[src/rtl/idli_decode_queue_pkg.sv]
// Shared types for the decode queue: control bundle, queue entry and operand sources.
// Entry layout depends on IDLI_DECODE_IMM_FUSE_EN.
package idli_decode_queue_pkg;

    typedef logic [15:0] data_t;

    typedef enum logic [1:0] {SRC_REG, SRC_SQI, SRC_PC, SRC_ZERO} src_t;

    typedef enum logic [1:0] {PipeAlu, PipeCmp, PipeShift, PipeMem} pipe_t;
    typedef enum logic [1:0] {AluAdd, AluAnd, AluOr, AluXor} alu_op_t;
    typedef enum logic [1:0] {CmpEq, CmpNe, CmpLt, CmpLtu} cmp_op_t;
    typedef enum logic [1:0] {ShiftLsl, ShiftLsr, ShiftAsr, ShiftRor} shift_op_t;

    // A C field of all ones selects the trailing immediate as RHS.
    localparam logic [3:0] ImmField = 4'hF;

    typedef struct packed {
        pipe_t     pipe;
        alu_op_t   alu_op;
        logic      alu_inv;
        logic      alu_cin;
        cmp_op_t   cmp_op;
        shift_op_t shift_op;
        src_t      dst;
        src_t      lhs;
        src_t      rhs;
        src_t      aux;
        logic [3:0] dst_reg;
        logic [3:0] lhs_reg;
        logic [3:0] rhs_reg;
        logic [3:0] aux_reg;
        logic [2:0] cond;
        logic       cond_wr;
    } de_ctrl_t;

`ifdef IDLI_DECODE_IMM_FUSE_EN
    typedef struct packed {
        data_t enc;
        data_t imm;
    } dq_entry_t;
`else
    typedef struct packed {
        logic  is_imm;
        data_t enc;
    } dq_entry_t;
`endif

    function automatic logic need_imm(input de_ctrl_t ctrl);
        return ctrl.rhs == SRC_SQI;
    endfunction

endpackage

[src/rtl/idli_decode_queue_ctrl.sv]
// Combinational pre-decode of a 16-bit encoding into the control bundle.
// Encoding fields: op [15:12], A [11:8], B [7:4], C [3:0]. Unaffected by IDLI_DECODE_IMM_FUSE_EN.
module idli_decode_ctrl_m
    import idli_decode_queue_pkg::*;
(
    input  data_t    enc,
    output de_ctrl_t ctrl
);

    logic [3:0] op, a, b, c;

    assign op = enc[15:12];
    assign a  = enc[11:8];
    assign b  = enc[7:4];
    assign c  = enc[3:0];

    always_comb begin
        ctrl = '0;
        ctrl.pipe     = pipe_t'(op[3:2]);
        ctrl.cmp_op   = cmp_op_t'(op[1:0]);
        ctrl.shift_op = shift_op_t'(op[1:0]);

        unique case (op[1:0])
            2'b00: ctrl.alu_op = AluAdd;
            2'b01: begin
                ctrl.alu_op  = AluAdd;
                ctrl.alu_inv = 1'b1;
                ctrl.alu_cin = 1'b1;
            end
            2'b10: ctrl.alu_op = AluAnd;
            2'b11: ctrl.alu_op = AluXor;
            default: ctrl.alu_op = AluAdd;
        endcase

        ctrl.dst_reg = a;
        ctrl.lhs     = (b == 4'h0) ? SRC_ZERO : SRC_REG;
        ctrl.lhs_reg = b;
        ctrl.rhs     = (c == ImmField) ? SRC_SQI : SRC_REG;
        ctrl.rhs_reg = (c == ImmField) ? 4'h0 : c;

        // Compares subtract and write a condition flag instead of a register.
        if (ctrl.pipe == PipeCmp) begin
            ctrl.alu_op  = AluAdd;
            ctrl.alu_inv = 1'b1;
            ctrl.alu_cin = 1'b1;
            ctrl.dst     = SRC_ZERO;
            ctrl.cond    = a[2:0];
            ctrl.cond_wr = 1'b1;
        end else begin
            ctrl.dst  = SRC_REG;
            ctrl.cond = 3'b111;
        end

        if (ctrl.pipe == PipeMem) begin
            ctrl.aux     = SRC_REG;
            ctrl.aux_reg = a;
        end else begin
            ctrl.aux     = SRC_ZERO;
            ctrl.aux_reg = 4'h0;
        end
    end

endmodule

[src/rtl/idli_decode_queue.sv]
// Decode front end: assembles SQI chunks into words, pre-decodes and queues them for execute.
// IDLI_DECODE_IMM_FUSE_EN fuses an instruction with its trailing immediate into one entry.
module idli_decode_queue_m
    import idli_decode_queue_pkg::*;
#(
    parameter int unsigned LANES = 4,
    parameter int unsigned DEPTH = 2
) (
    input  logic                          i_dq_gck,
    input  logic                          i_dq_rst,
    input  logic [LANES-1:0]              i_dq_data,
    input  logic                          i_dq_valid,
    output logic                          o_dq_ready,
    input  logic                          i_dq_flush,
    input  logic                          i_dq_pop,
    output logic                          o_dq_valid,
    output logic [15:0]                   o_dq_enc,
`ifdef IDLI_DECODE_IMM_FUSE_EN
    output logic [15:0]                   o_dq_imm,
`else
    output logic                          o_dq_is_imm,
`endif
    output logic [$bits(de_ctrl_t)-1:0]   o_dq_ctrl,
    output logic [$clog2(DEPTH+1)-1:0]    o_dq_count
);

    localparam int unsigned Beats = 16 / LANES;
    localparam int unsigned PtrW  = $clog2(DEPTH);
    localparam int unsigned CntW  = $clog2(DEPTH + 1);

    if (!(LANES == 1 || LANES == 2 || LANES == 4 || LANES == 8 || LANES == 16)) begin : g_bad_lanes
        $error("LANES must be 1, 2, 4, 8 or 16");
    end
    if (DEPTH < 2 || (DEPTH & (DEPTH - 1)) != 0) begin : g_bad_depth
        $error("DEPTH must be a power of two and at least 2");
    end

    logic [3:0]      beat_q;
    logic [15:0]     asm_q;
    logic [PtrW-1:0] rd_ptr_q, wr_ptr_q;
    logic [CntW-1:0] count_q;
    logic            imm_pend_q, imm_pend_d;
    dq_entry_t       mem_q [DEPTH];
    dq_entry_t       push_entry, head;
    data_t           word, head_dec_enc;
    de_ctrl_t        word_ctrl, head_ctrl;
    logic            accept, last_beat, word_done, push, pop;
`ifdef IDLI_DECODE_IMM_FUSE_EN
    data_t           stage_q, stage_d;
`endif

    assign pop        = i_dq_pop & o_dq_valid;
    assign o_dq_valid = count_q != '0;
    assign o_dq_ready = (count_q != CntW'(DEPTH)) | pop;
    assign accept     = i_dq_valid & o_dq_ready & ~i_dq_flush;
    assign last_beat  = beat_q == 4'(Beats - 1);
    assign word_done  = accept & last_beat;
    assign word       = (asm_q << LANES) | 16'(i_dq_data);

    idli_decode_ctrl_m u_word_dec (
        .enc  (word),
        .ctrl (word_ctrl)
    );

    always_comb begin
        push       = 1'b0;
        push_entry = '0;
        imm_pend_d = imm_pend_q;
`ifdef IDLI_DECODE_IMM_FUSE_EN
        stage_d    = stage_q;
        if (word_done) begin
            if (imm_pend_q) begin
                push           = 1'b1;
                push_entry.enc = stage_q;
                push_entry.imm = word;
                imm_pend_d     = 1'b0;
            end else if (need_imm(word_ctrl)) begin
                stage_d    = word;
                imm_pend_d = 1'b1;
            end else begin
                push           = 1'b1;
                push_entry.enc = word;
            end
        end
`else
        if (word_done) begin
            push              = 1'b1;
            push_entry.is_imm = imm_pend_q;
            push_entry.enc    = word;
            // An immediate word is never itself treated as wanting an immediate.
            imm_pend_d        = ~imm_pend_q & need_imm(word_ctrl);
        end
`endif
    end

    always_ff @(posedge i_dq_gck) begin
        if (i_dq_rst | i_dq_flush) begin
            beat_q     <= '0;
            asm_q      <= '0;
            rd_ptr_q   <= '0;
            wr_ptr_q   <= '0;
            count_q    <= '0;
            imm_pend_q <= 1'b0;
`ifdef IDLI_DECODE_IMM_FUSE_EN
            stage_q    <= '0;
`endif
        end else begin
            if (accept) begin
                asm_q  <= word;
                beat_q <= last_beat ? 4'h0 : beat_q + 4'h1;
            end
            if (push) wr_ptr_q <= wr_ptr_q + PtrW'(1);
            if (pop)  rd_ptr_q <= rd_ptr_q + PtrW'(1);
            count_q    <= count_q + CntW'(push) - CntW'(pop);
            imm_pend_q <= imm_pend_d;
`ifdef IDLI_DECODE_IMM_FUSE_EN
            stage_q    <= stage_d;
`endif
        end
    end

    always_ff @(posedge i_dq_gck) begin
        if (push) mem_q[wr_ptr_q] <= push_entry;
    end

    assign head     = mem_q[rd_ptr_q];
    assign o_dq_enc = o_dq_valid ? head.enc : 16'h0000;
`ifdef IDLI_DECODE_IMM_FUSE_EN
    assign o_dq_imm     = o_dq_valid ? head.imm : 16'h0000;
    assign head_dec_enc = o_dq_enc;
`else
    assign o_dq_is_imm  = o_dq_valid & head.is_imm;
    assign head_dec_enc = o_dq_is_imm ? 16'h0000 : o_dq_enc;
`endif

    idli_decode_ctrl_m u_head_dec (
        .enc  (head_dec_enc),
        .ctrl (head_ctrl)
    );

    assign o_dq_ctrl  = head_ctrl;
    assign o_dq_count = count_q;

endmodule

[config.mk]
export PLATFORM = sky130hd
export DESIGN_NAME = idli_decode_queue_m
export DESIGN_NICKNAME = d
export VERILOG_FILES = /design/src/rtl/idli_decode_queue_pkg.sv /design/src/rtl/idli_decode_queue_ctrl.sv /design/src/rtl/idli_decode_queue.sv
export SDC_FILE = /design/constraint.sdc
export NUM_CORES = 1
export LEC_CHECK = 0
export CORE_MARGIN = 2
export CORE_UTILIZATION = 55
export CTS_BUF_LIST = sky130_fd_sc_hd__clkbuf_8
export CTS_CLUSTER_SIZE = 24
export DETAILED_ROUTE_END_ITERATION = 7
export GPL_TIMING_DRIVEN = 0
export HOLD_SLACK_MARGIN = 0.06
export PLACE_DENSITY = 0.91
export SETUP_SLACK_MARGIN = 0.02
export SYNTH_ARGS = -nofsm -noshare
export SYNTH_HDL_FRONTEND = slang
export SYNTH_SLANG_ARGS = --single-unit
[constraint.sdc]
create_clock -name i_dq_gck -period 5.1 [get_ports i_dq_gck]
set_clock_uncertainty 0.15 [all_clocks]
set_input_delay 0.765 -clock i_dq_gck [delete_from_list [all_inputs] [get_ports i_dq_gck]]
set_output_delay 0.765 -clock i_dq_gck [all_outputs]
set_load 0.02 [all_outputs]
==> results of run 1 <==
power by group:
part | leakage (nW) | total (W) | internal [W] | switching (W)
Clock | 0.0430 | 0.000226 | 0.0000935 | 0.000133
Combinational | 0.741 | 0.0000218 | 0.00000966 | 0.0000122
Sequential | 0.478 | 0.000476 | 0.000475 | 0.000000929
layer usage:
| layer | GRT usage | routed length, um | up-vias | share of wire |
|---|---|---|---|---|
| met5 | 0 | 0 | - | 0 |
| met4 | 0.0833 | 104 | 0 | 0.018 |
| met3 | 0.0257 | 439 | 12 | 0.077 |
| met2 | 0.382 | 2780 | 112 | 0.49 |
| met1 | 0.261 | 2360 | 996 | 0.42 |
| li1 | - | - | 1054 | - |
cell type report:
| type | instances | share of cell area |
|---|---|---|
| flip-flops and latches | 56 | 0.411 |
| inverters | 15 | 0.0158 |
| clock inverters | 3 | 0.00423 |
| plain buffers | 24 | 0.0401 |
| repair buffers | 66 | 0.186 |
| multi-input cells | 166 | 0.300 |
| well taps | 67 | 0.0236 |
| clock buffers | 5 | 0.0194 |
sequential cells by signal (all words and copies together), names as in the netlist, named ones only:
signal	cells
wr_ptr_q	1
mem_q	34
imm_pend_q	1
beat_q	4
asm_q	12
rd_ptr_q	1
o_dq_count	2
synthesized netlist by cell type (2+ instances only):
master | count | area share
mux2_2 | 6 | 0.025
nor3_1 | 11 | 0.020
buf_4 | 8 | 0.022
or2_2 | 2 | 0.0046
clkbuf_1 | 6 | 0.0083
inv_1 | 12 | 0.017
inv_2 | 2 | 0.0028
o21ai_0 | 15 | 0.028
and2_1 | 20 | 0.046
buf_1 | 2 | 0.0028
nand3_1 | 16 | 0.029
nand2_1 | 10 | 0.014
ha_1 | 3 | 0.014
dfxtp_1 | 22 | 0.16
mux2i_1 | 11 | 0.040
xor2_1 | 2 | 0.0064
o31ai_1 | 2 | 0.0055
nor4b_2 | 2 | 0.011
buf_6 | 2 | 0.0083
edfxtp_1 | 34 | 0.37
buf_2 | 6 | 0.011
or3b_1 | 2 | 0.0064
nor3b_1 | 2 | 0.0055
nor2_1 | 22 | 0.030
or4_1 | 3 | 0.0083
a2111oi_0 | 4 | 0.013
a21oi_1 | 18 | 0.033
stage by stage:
stage	util	hold slack (ns)	cells	power, W
after floorplan	-	0.291	261	0.000497
after detailed placement	0.730	0.319	394	0.000508
after CTS	0.747	0.327	402	0.000727
after global routing	0.747	0.358	402	0.000746
final	0.747	0.323	402	0.000724
after global placement	0.730	0.298	394	0.000507
critical path, cell delays in order:
cell and delay, ns:
clkdlybuf4s50_1 0.43, nor3b_2 0.33, buf_2 0.29, inv_2 0.10
buf_2 0.20, clkdlybuf4s50_1 0.56
worst min-delay path by stage:
stage,startpoint,endpoint,slack [ns],cells past startpoint
5_1_grt,imm_pend_q,imm_pend_q,0.36,2
6_report,imm_pend_q,imm_pend_q,0.32,2
3_5_place_dp,imm_pend_q,imm_pend_q,0.32,2
2_1_floorplan,imm_pend_q,imm_pend_q,0.29,2
3_3_place_gp,imm_pend_q,imm_pend_q,0.30,2
4_1_cts,imm_pend_q,imm_pend_q,0.33,2
kinds of logic after synthesis:
family,Yosys count,synth area share
xor+xnor,2,0.00643
fa+ha+maj,3,0.0138
simple gates,101,0.210
other cells,1,0.00138
compound gates,41,0.0859
flops,56,0.536
buf+inv,39,0.0730
mux,18,0.0735
==> out/qor.csv, run 1 <==
stage;metric;value;unit
global_route;initial antenna violation count;0;
timing;Tightest Pin Transition;0.799;ns
final_layout;commonest non-fill, non-tap cells in the layout;clkdlybuf4s50_1, edfxtp_1, nor2_1, dfxtp_1, and2_1;
clocking;post-CTS sizing;0;
worst_setup_path;CP max FO;10;
timing;max-slew violations;0;
worst_setup_path;CP startpoint kind;input port;
timing;RSZ-0062 raised after global routing;false;
final_layout;multi-input logic area;1060;um^2
floorplan;io pins;68;
global_route;GRT Util Overall;0.213;
final_layout;diodes inserted;0;
drt;Vias/cell;5.41;
placement;GPL Wtd Cong;0.841;
final_layout;commonest non-fill, non-tap cell in the layout;clkdlybuf4s50_1;
logic_synthesis;number of flops mapped to enable cells by yosys;34;
floorplan;initial core utilization;0.573;
clocking;H-tree Lvls;2;
floorplan;die width;74.4;um
clocking;CTS clk-pin slew, worst paths;0.09;ns
placement;Post-Place Setup Slack;1.53;ns
timing;Tmin final;3.59;ns
worst_setup_path;worst reg2reg path depth;4;
logic_synthesis;asr flop ratio synth;0;
clocking;hold buffers post-CTS;0;
worst_setup_path;crit path DAT;2.68;ns
clocking;CTS Buffer Depth;2;
outcome;outcome;completed;
drt;final antenna-violating net count;0;
worst_setup_path;Reg2Reg Capture Point;mem_q[1][12];
global_route;grt ovf;0;
global_route;first-pass GRT wire length;8940;um
worst_setup_path;worst setup path startpoint;i_dq_pop;
placement;DP Area;3470;um^2
timing;final setup vio count;0;
worst_setup_path;endpoint class of the critical path;output port;
power;Max VDD drop;218;uV
job;Max-Cap Viols;0;
timing;final worst-path cycle share;0.704;
worst_setup_path;r2r setup slk;2.50;ns
final_layout;nets;346;
drt;drt drc;0;
clocking;Num CTS Buffers;5;
floorplan;chip height;74.4;um
final_layout;post-route cell area;3550;um^2
floorplan;row count;25;
timing;Final Hold Viols;0;
global_route;vias in the first global route;1937;
power;Power Dens Cells;204;nW/um^2
worst_setup_path;crit path kind;in2out;
logic_synthesis;Syn. warnings;0;
timing;final setup margin;1.51;ns
logic_synthesis;Post-Syn Area;2730;um^2
logic_synthesis;Synth Flop Type;edfxtp_1;
final_layout;Reg area;1460;um^2
drt;First-pass DRT Iterations;6;
timing;Slew HR;0.467;
clocking;clock latency on the worst-skew pair;0.30;ns
logic_synthesis;Synth Register Bits;56;
logic_synthesis;Syn Inst Count;261;
logic_synthesis;Yosys cell types;43;
placement;DP Wirelength;4250;um
final_layout;# fillers;340;
drt;via count;2174;
power;LEAKAGE;1.26;nW
floorplan;die area;5530;um^2
timing;f_max;0.278;GHz
final_layout;share of layout cells above drive strength 1;0.113;
clocking;Sink Count;56;
logic_synthesis;sequential area share after synthesis;0.536;
min_path;Hold Crit Class;reg2reg;
drt;wire per inst;14.2;um
drt;WL final;5690;um
worst_setup_path;R2R Path Start;beat_q[0];
floorplan;total core area;4750;um^2
drt;1st-iter DRT viols;82;
clocking;clk root buf;clkbuf_8;
logic_synthesis;syn avg cell area;10.4;um^2
worst_setup_path;Critical Path RT;4.18;ns
placement;Port Buffers;66;
final_layout;P&R area growth vs syn;30.4;%
logic_synthesis;syn nets;273;
timing;setup TNS;0;ns
worst_setup_path;Worst Setup EP;o_dq_ready;
clocking;CTS tree;built;
clocking;# Post-CTS Setup Buffers;0;
global_route;largest net degree at the start of global routing;18;
(Power assumes the default switching activity.)
==> run 2: changes to the inputs <==
- CORE_UTILIZATION: 55 -> 51
- PLACE_DENSITY: 0.91 -> 0.85
- clock period: 5.1 -> 3.4 ns (I/O delays scaled with it)
==> out/qor.csv, run 2 (synthesis results as in run 1) <==
stage;metric;value;unit;change
outcome;outcome;completed;;
worst_setup_path;CP max FO;8;;-2
floorplan;chip height;77.1;um;+3.6%
final_layout;commonest non-fill, non-tap cell in the layout;clkdlybuf4s50_1;;
clocking;hold buffers post-CTS;0;;unchanged
placement;Port Buffers;66;;unchanged
global_route;largest net degree at the start of global routing;18;;unchanged
global_route;grt ovf;0;;unchanged
clocking;CTS tree;built;;
worst_setup_path;crit path kind;reg2out;;
worst_setup_path;Critical Path RT;2.74;ns;-1.44 ns
drt;wire per inst;13.4;um;-5.3%
drt;drt drc;0;;unchanged
drt;1st-iter DRT viols;46;;-44%
timing;max-slew violations;0;;unchanged
floorplan;row count;26;;+4.0%
timing;RSZ-0062 raised after global routing;false;;
worst_setup_path;endpoint class of the critical path;output port;;
drt;via count;2121;;-2.4%
final_layout;diodes inserted;0;;unchanged
drt;WL final;5430;um;-4.6%
floorplan;die width;77.1;um;+3.6%
power;Switching Fraction;0.185;;-0.0167
timing;final setup vio count;0;;unchanged
floorplan;io pins;68;;unchanged
placement;GPL Wtd Cong;0.760;;-9.6%
timing;Final Hold Viols;0;;unchanged
final_layout;max reg flops;34;;unchanged
worst_setup_path;Reg2Reg Capture Point;o_dq_count[1];;
floorplan;die area;5940;um^2;+7.4%
final_layout;commonest non-fill, non-tap cells in the layout;clkdlybuf4s50_1, edfxtp_1, nor2_1, dfxtp_1, and2_1;;
timing;final worst-path cycle share;0.953;;
power;clock group share of total power;0.354;;+0.041
clocking;# Post-CTS Setup Buffers;0;;unchanged
timing;Tightest Pin Transition;0.784;ns;-0.0155 ns
job;Max-Cap Viols;0;;unchanged
clocking;H-tree Lvls;2;;unchanged
final_layout;post-route cell area;3580;um^2;+0.77%
placement;DP Wirelength;4180;um;-1.7%
power;LEAKAGE;1.28;nW;+1.3%
worst_setup_path;r2r setup slk;0.84;ns;-1.66 ns
clocking;CTS clk-pin slew, worst paths;0.09;ns;about the same
placement;DP Area;3470;um^2;+0.11%
clocking;Num CTS Buffers;5;;unchanged
drt;final antenna-violating net count;0;;unchanged
floorplan;total core area;5140;um^2;+8.1%
timing;Slew HR;0.478;;+0.0103
power;sequential power share;0.617;;-0.040
global_route;first-pass GRT wire length;8960;um;+0.23%
min_path;Worst Hold Launch;asm_q[8];;
power;Max VDD drop;259;uV;+19%
drt;Vias/cell;5.24;;-3.2%
timing;WHS;0.333;ns;+0.00953 ns
global_route;GRT Util Overall;0.185;;-0.0274
power;Switch Pwr;0.000214;W;+46%
clocking;clk root buf;clkbuf_8;;
final_layout;largest registers;mem_q (34), asm_q (12), beat_q (4);;
worst_setup_path;CP startpoint kind;register;;
clocking;Sink Count;56;;unchanged
final_layout;register name with the most flops;mem_q;;
clocking;CTS Buffer Depth;2;;unchanged
final_layout;Reg area;1460;um^2;unchanged
timing;setup TNS;0;ns;unchanged
final_layout;P&R area growth vs syn;31.4;%;
final_layout;nets;346;;unchanged
clocking;post-CTS sizing;0;;unchanged
min_path;WHS Endpoint;asm_q[8];;
final_layout;multi-input logic area;1060;um^2;unchanged
floorplan;initial core utilization;0.530;;-0.0430
final_layout;fin util;0.697;;-0.0507
timing;Tmin final;3.24;ns;
timing;f_max;0.309;GHz;
drt;First-pass DRT Iterations;5;;-1
worst_setup_path;crit path DAT;2.58;ns;-0.10 ns
power;Cell Int Power;0.000943;W;+63%
min_path;Hold Path Stages;2;;unchanged
global_route;initial antenna violation count;0;;unchanged
worst_setup_path;R2R Path Start;beat_q[0];;
clocking;clock latency on the worst-skew pair;0.30;ns;about the same
power;Power Dens Cells;323;nW/um^2;+58%
worst_setup_path;worst reg2reg path depth;10;;+6
final_layout;share of layout cells above drive strength 1;0.116;;+0.00299
min_path;Hold Crit Class;reg2reg;;
power;combinational group share of total power;0.028;;-0.002
global_route;vias in the first global route;1961;;+1.2%
final_layout;# fillers;398;;+17%
==> run 2: critical path: stages, from the launching register on <==
cell             delay [ns]
dfxtp_1                0.34
buf_6                  0.17
mux2_2                 0.38
nor4b_2                0.58
buf_4                  0.21
clkdlybuf4s50_1        0.60
==> run 2: stage by stage <==
step | power, W | cells | worst slack (ns)
after CTS | 0.00116 | 405 | 0.111
final | 0.00116 | 405 | 0.160
after global placement | 0.000761 | 397 | 0.368
after global routing | 0.00120 | 405 | 0.0634
after floorplan | 0.000746 | 261 | 0.597
after detailed placement | 0.000763 | 397 | 0.366
==> run 2: worst max path at each step <==
stage,cells after the start,slack [ns],startpoint,to
after global placement,6,0.37,i_dq_pop,o_dq_ready
after CTS,5,0.11,register,o_dq_ctrl[26]
final,5,0.16,register,o_dq_ctrl[26]
after detailed placement,6,0.37,i_dq_pop,o_dq_ready
after global routing,5,0.06,register,o_dq_ctrl[26]
after floorplan,4,0.60,o_dq_count[1],o_dq_ctrl[10]
==> run 2: metal layers <==
metal	track usage	vias up	routed length, um
met2	0.339	90	2620
li1	-	1060	-
met1	0.215	965	2260
met3	0.0529	6	476
met5	0	-	0
met4	0.0411	0	68
==> run 2: final cells by class <==
class,instances,area share
sequential,56,0.408
multi-input combinational,166,0.297
timing repair buffer,66,0.184
buffer,24,0.0398
tap,70,0.0245
clock buffer,5,0.0192
inverter,15,0.0157
clock inverter,3,0.0108
==> run 2: power by group through the flow <==
stage	combinational [W]	sequential, W	clock (W)
6_report	0.0000328	0.000714	0.000410
5_1_grt	0.0000360	0.000714	0.000448
4_1_cts	0.0000327	0.000714	0.000417
3_5_place_dp	0.0000327	0.000730	0
3_3_place_gp	0.0000317	0.000730	0
2_1_floorplan	0.0000164	0.000729	0
==> run 3: changes to the inputs <==
- CORE_UTILIZATION: 51 -> 35
- PLACE_DENSITY: 0.85 -> 0.63
==> out/qor.csv, run 3 (synthesis results as in run 1) <==
stage;metric;value;unit;change
final_layout;# fillers;718;;+80%
worst_setup_path;crit path kind;reg2out;;
final_layout;P&R area growth vs syn;33.2;%;
floorplan;chip height;92.2;um;+20%
worst_setup_path;CP max FO;8;;unchanged
timing;setup TNS;0;ns;unchanged
min_path;WHS Endpoint;asm_q[10];;
worst_setup_path;worst path cell trace;buf_6 -> mux2i_4 -> or3b_1 -> buf_2 -> nor3_1 -> clkdlybuf4s50_1;;
timing;RSZ-0062 raised after global routing;false;;
placement;GPL Wtd Cong;0.816;;+7.3%
floorplan;total core area;7650;um^2;+49%
floorplan;die area;8510;um^2;+43%
worst_setup_path;crit path DAT;2.52;ns;-0.06 ns
worst_setup_path;Critical Path RT;2.74;ns;about the same
drt;1st-iter DRT viols;132;;+190%
floorplan;io pins;68;;unchanged
worst_setup_path;worst reg2reg path depth;4;;-6
final_layout;largest registers;mem_q (34), asm_q (12), beat_q (4);;
final_layout;Reg area;1460;um^2;unchanged
worst_setup_path;endpoint class of the critical path;output port;;
placement;Port Buffers;66;;unchanged
global_route;vias in the first global route;2003;;+2.1%
drt;final antenna-violating net count;0;;unchanged
worst_setup_path;Buf/Inv on CP;3;;unchanged
drt;wire per inst;13.1;um;-1.9%
floorplan;initial core utilization;0.356;;-0.174
min_path;Hold Path Stages;2;;unchanged
job;Max-Cap Viols;0;;unchanged
timing;final setup margin;0.219;ns;+0.0590 ns
final_layout;share of layout cells above drive strength 1;0.122;;+0.00597
timing;final setup vio count;0;;unchanged
worst_setup_path;Reg2Reg Capture Point;mem_q[1][9];;
floorplan;row count;32;;+23%
timing;Final Hold Viols;0;;unchanged
floorplan;die width;92.2;um;+20%
global_route;GRT met3 Usage;0.0296;;-0.0234
clocking;Sink Count;56;;unchanged
drt;drt drc;0;;unchanged
final_layout;register name with the most flops;mem_q;;
power;Max VDD drop;163;uV;-37%
final_layout;diodes inserted;0;;unchanged
placement;DP Wirelength;4280;um;+2.5%
min_path;Hold Crit Class;reg2reg;;
power;LEAKAGE;1.30;nW;+1.3%
clocking;H-tree Lvls;2;;unchanged
clocking;CTS Buffer Depth;2;;unchanged
drt;Vias/cell;4.77;;-8.9%
final_layout;multi-input logic area;1080;um^2;+1.3%
placement;Post-Place Setup Slack;0.329;ns;-0.0363 ns
clocking;# Post-CTS Setup Buffers;0;;unchanged
timing;Slew HR;0.462;;-0.0152
clocking;CTS clk-pin slew, worst paths;0.10;ns;about the same
final_layout;max reg flops;34;;unchanged
global_route;initial antenna violation count;0;;unchanged
outcome;outcome;completed;;
power;Power Dens Cells;310;nW/um^2;-4.0%
worst_setup_path;R2R Path Start;beat_q[0];;
worst_setup_path;CP startpoint kind;register;;
final_layout;commonest non-fill, non-tap cell in the layout;clkdlybuf4s50_1;;
final_layout;commonest non-fill, non-tap cells in the layout;clkdlybuf4s50_1, edfxtp_1, nor2_1, dfxtp_1, and2_1;;
clocking;CTS tree;built;;
clocking;Num CTS Buffers;5;;unchanged
global_route;GRT Util Overall;0.139;;-0.0469
final_layout;nets;346;;unchanged
worst_setup_path;kind of cell adding the most delay to the critical path;buffers and inverters;;
drt;via count;2085;;-1.7%
drt;First-pass DRT Iterations;4;;-1
clocking;clk root buf;clkbuf_8;;
drt;WL final;5740;um;+5.8%
worst_setup_path;Slowest Stage Delay on Critical Path;0.64;ns;+0.04 ns
clocking;clock latency on the worst-skew pair;0.31;ns;about the same
global_route;largest net degree at the start of global routing;20;;+2
clocking;hold buffers post-CTS;0;;unchanged
timing;f_max;0.314;GHz;+1.9%
worst_setup_path;critical path's slowest cell;clkdlybuf4s50_1;;
global_route;met2 usage;0.236;;-0.104
worst_setup_path;r2r setup slk;0.83;ns;about the same
timing;final worst-path cycle share;0.936;;-0.0174
min_path;Worst Hold Launch;asm_q[10];;
timing;Tightest Pin Transition;0.807;ns;+0.0229 ns
global_route;grt ovf;0;;unchanged
global_route;met1 Use GR;0.177;;-0.0376
global_route;first-pass GRT wire length;9510;um;+6.1%
timing;Tmin final;3.18;ns;-0.0590 ns
timing;max-slew violations;0;;unchanged
global_route;grt peak-use layer;met2;;
## run 3: final cells by class
| class | instances | share of cell area |
|---|---|---|
| clock buffer | 5 | 0.0190 |
| buffer | 24 | 0.0396 |
| sequential | 56 | 0.403 |
| tap | 102 | 0.0352 |
| multi-input combinational | 166 | 0.297 |
| timing repair buffer | 66 | 0.183 |
| clock inverter | 3 | 0.00758 |
| inverter | 15 | 0.0155 |
## run 3: per-layer routing
layer  wire length (um)  part of all wire
met2               2700              0.47
met1               2660              0.46
met3                324             0.056
met4                 57            0.0099
met5                  0                 0
## run 3: how the worst max path moves through the flow
| stage | slack, ns | from | depth (start not counted) | end |
|---|---|---|---|---|
| final | 0.22 | register | 6 | o_dq_ctrl[5] |
| after CTS | 0.10 | register | 5 | o_dq_ctrl[26] |
| after detailed placement | 0.33 | i_dq_pop | 6 | o_dq_ready |
| after floorplan | 0.60 | o_dq_count[1] | 4 | o_dq_ctrl[10] |
| after global placement | 0.34 | i_dq_flush | 5 | mem_q[1][9] |
| after global routing | 0.07 | register | 6 | o_dq_ctrl[11] |
## run 3: timing repair
| action | CTS | global route |
|---|---|---|
| endpoints found under the setup margin | 0 | 6 |
| gates resized for setup | 0 | 6 |
| hold endpoints to repair | 0 | 0 |
## run 3: tightest hold or removal path, cell delays in order, from the launching register on
cell,delay (ns)
dfxtp_1,0.32
o21ai_0,0.06
a21oi_1,0.06
## run 3: where the power goes
part	internal, W	switching (W)	leakage [nW]	total [W]
logic	0.0000145	0.0000183	0.771	0.0000328
clock network	0.000152	0.000227	0.0463	0.000378
registers	0.000713	0.00000149	0.478	0.000714
## run 3: metrics by stage
step	cell area, um^2	hold WS (ns)	utilization	total power [W]	instances
after floorplan	2730	0.291	-	0.000746	261
after global placement	3510	0.301	0.459	0.000762	429
after detailed placement	3510	0.317	0.459	0.000763	429
after CTS	3610	0.334	0.472	0.00114	437
after global routing	3630	0.368	0.475	0.00117	437
final	3630	0.328	0.475	0.00113	437
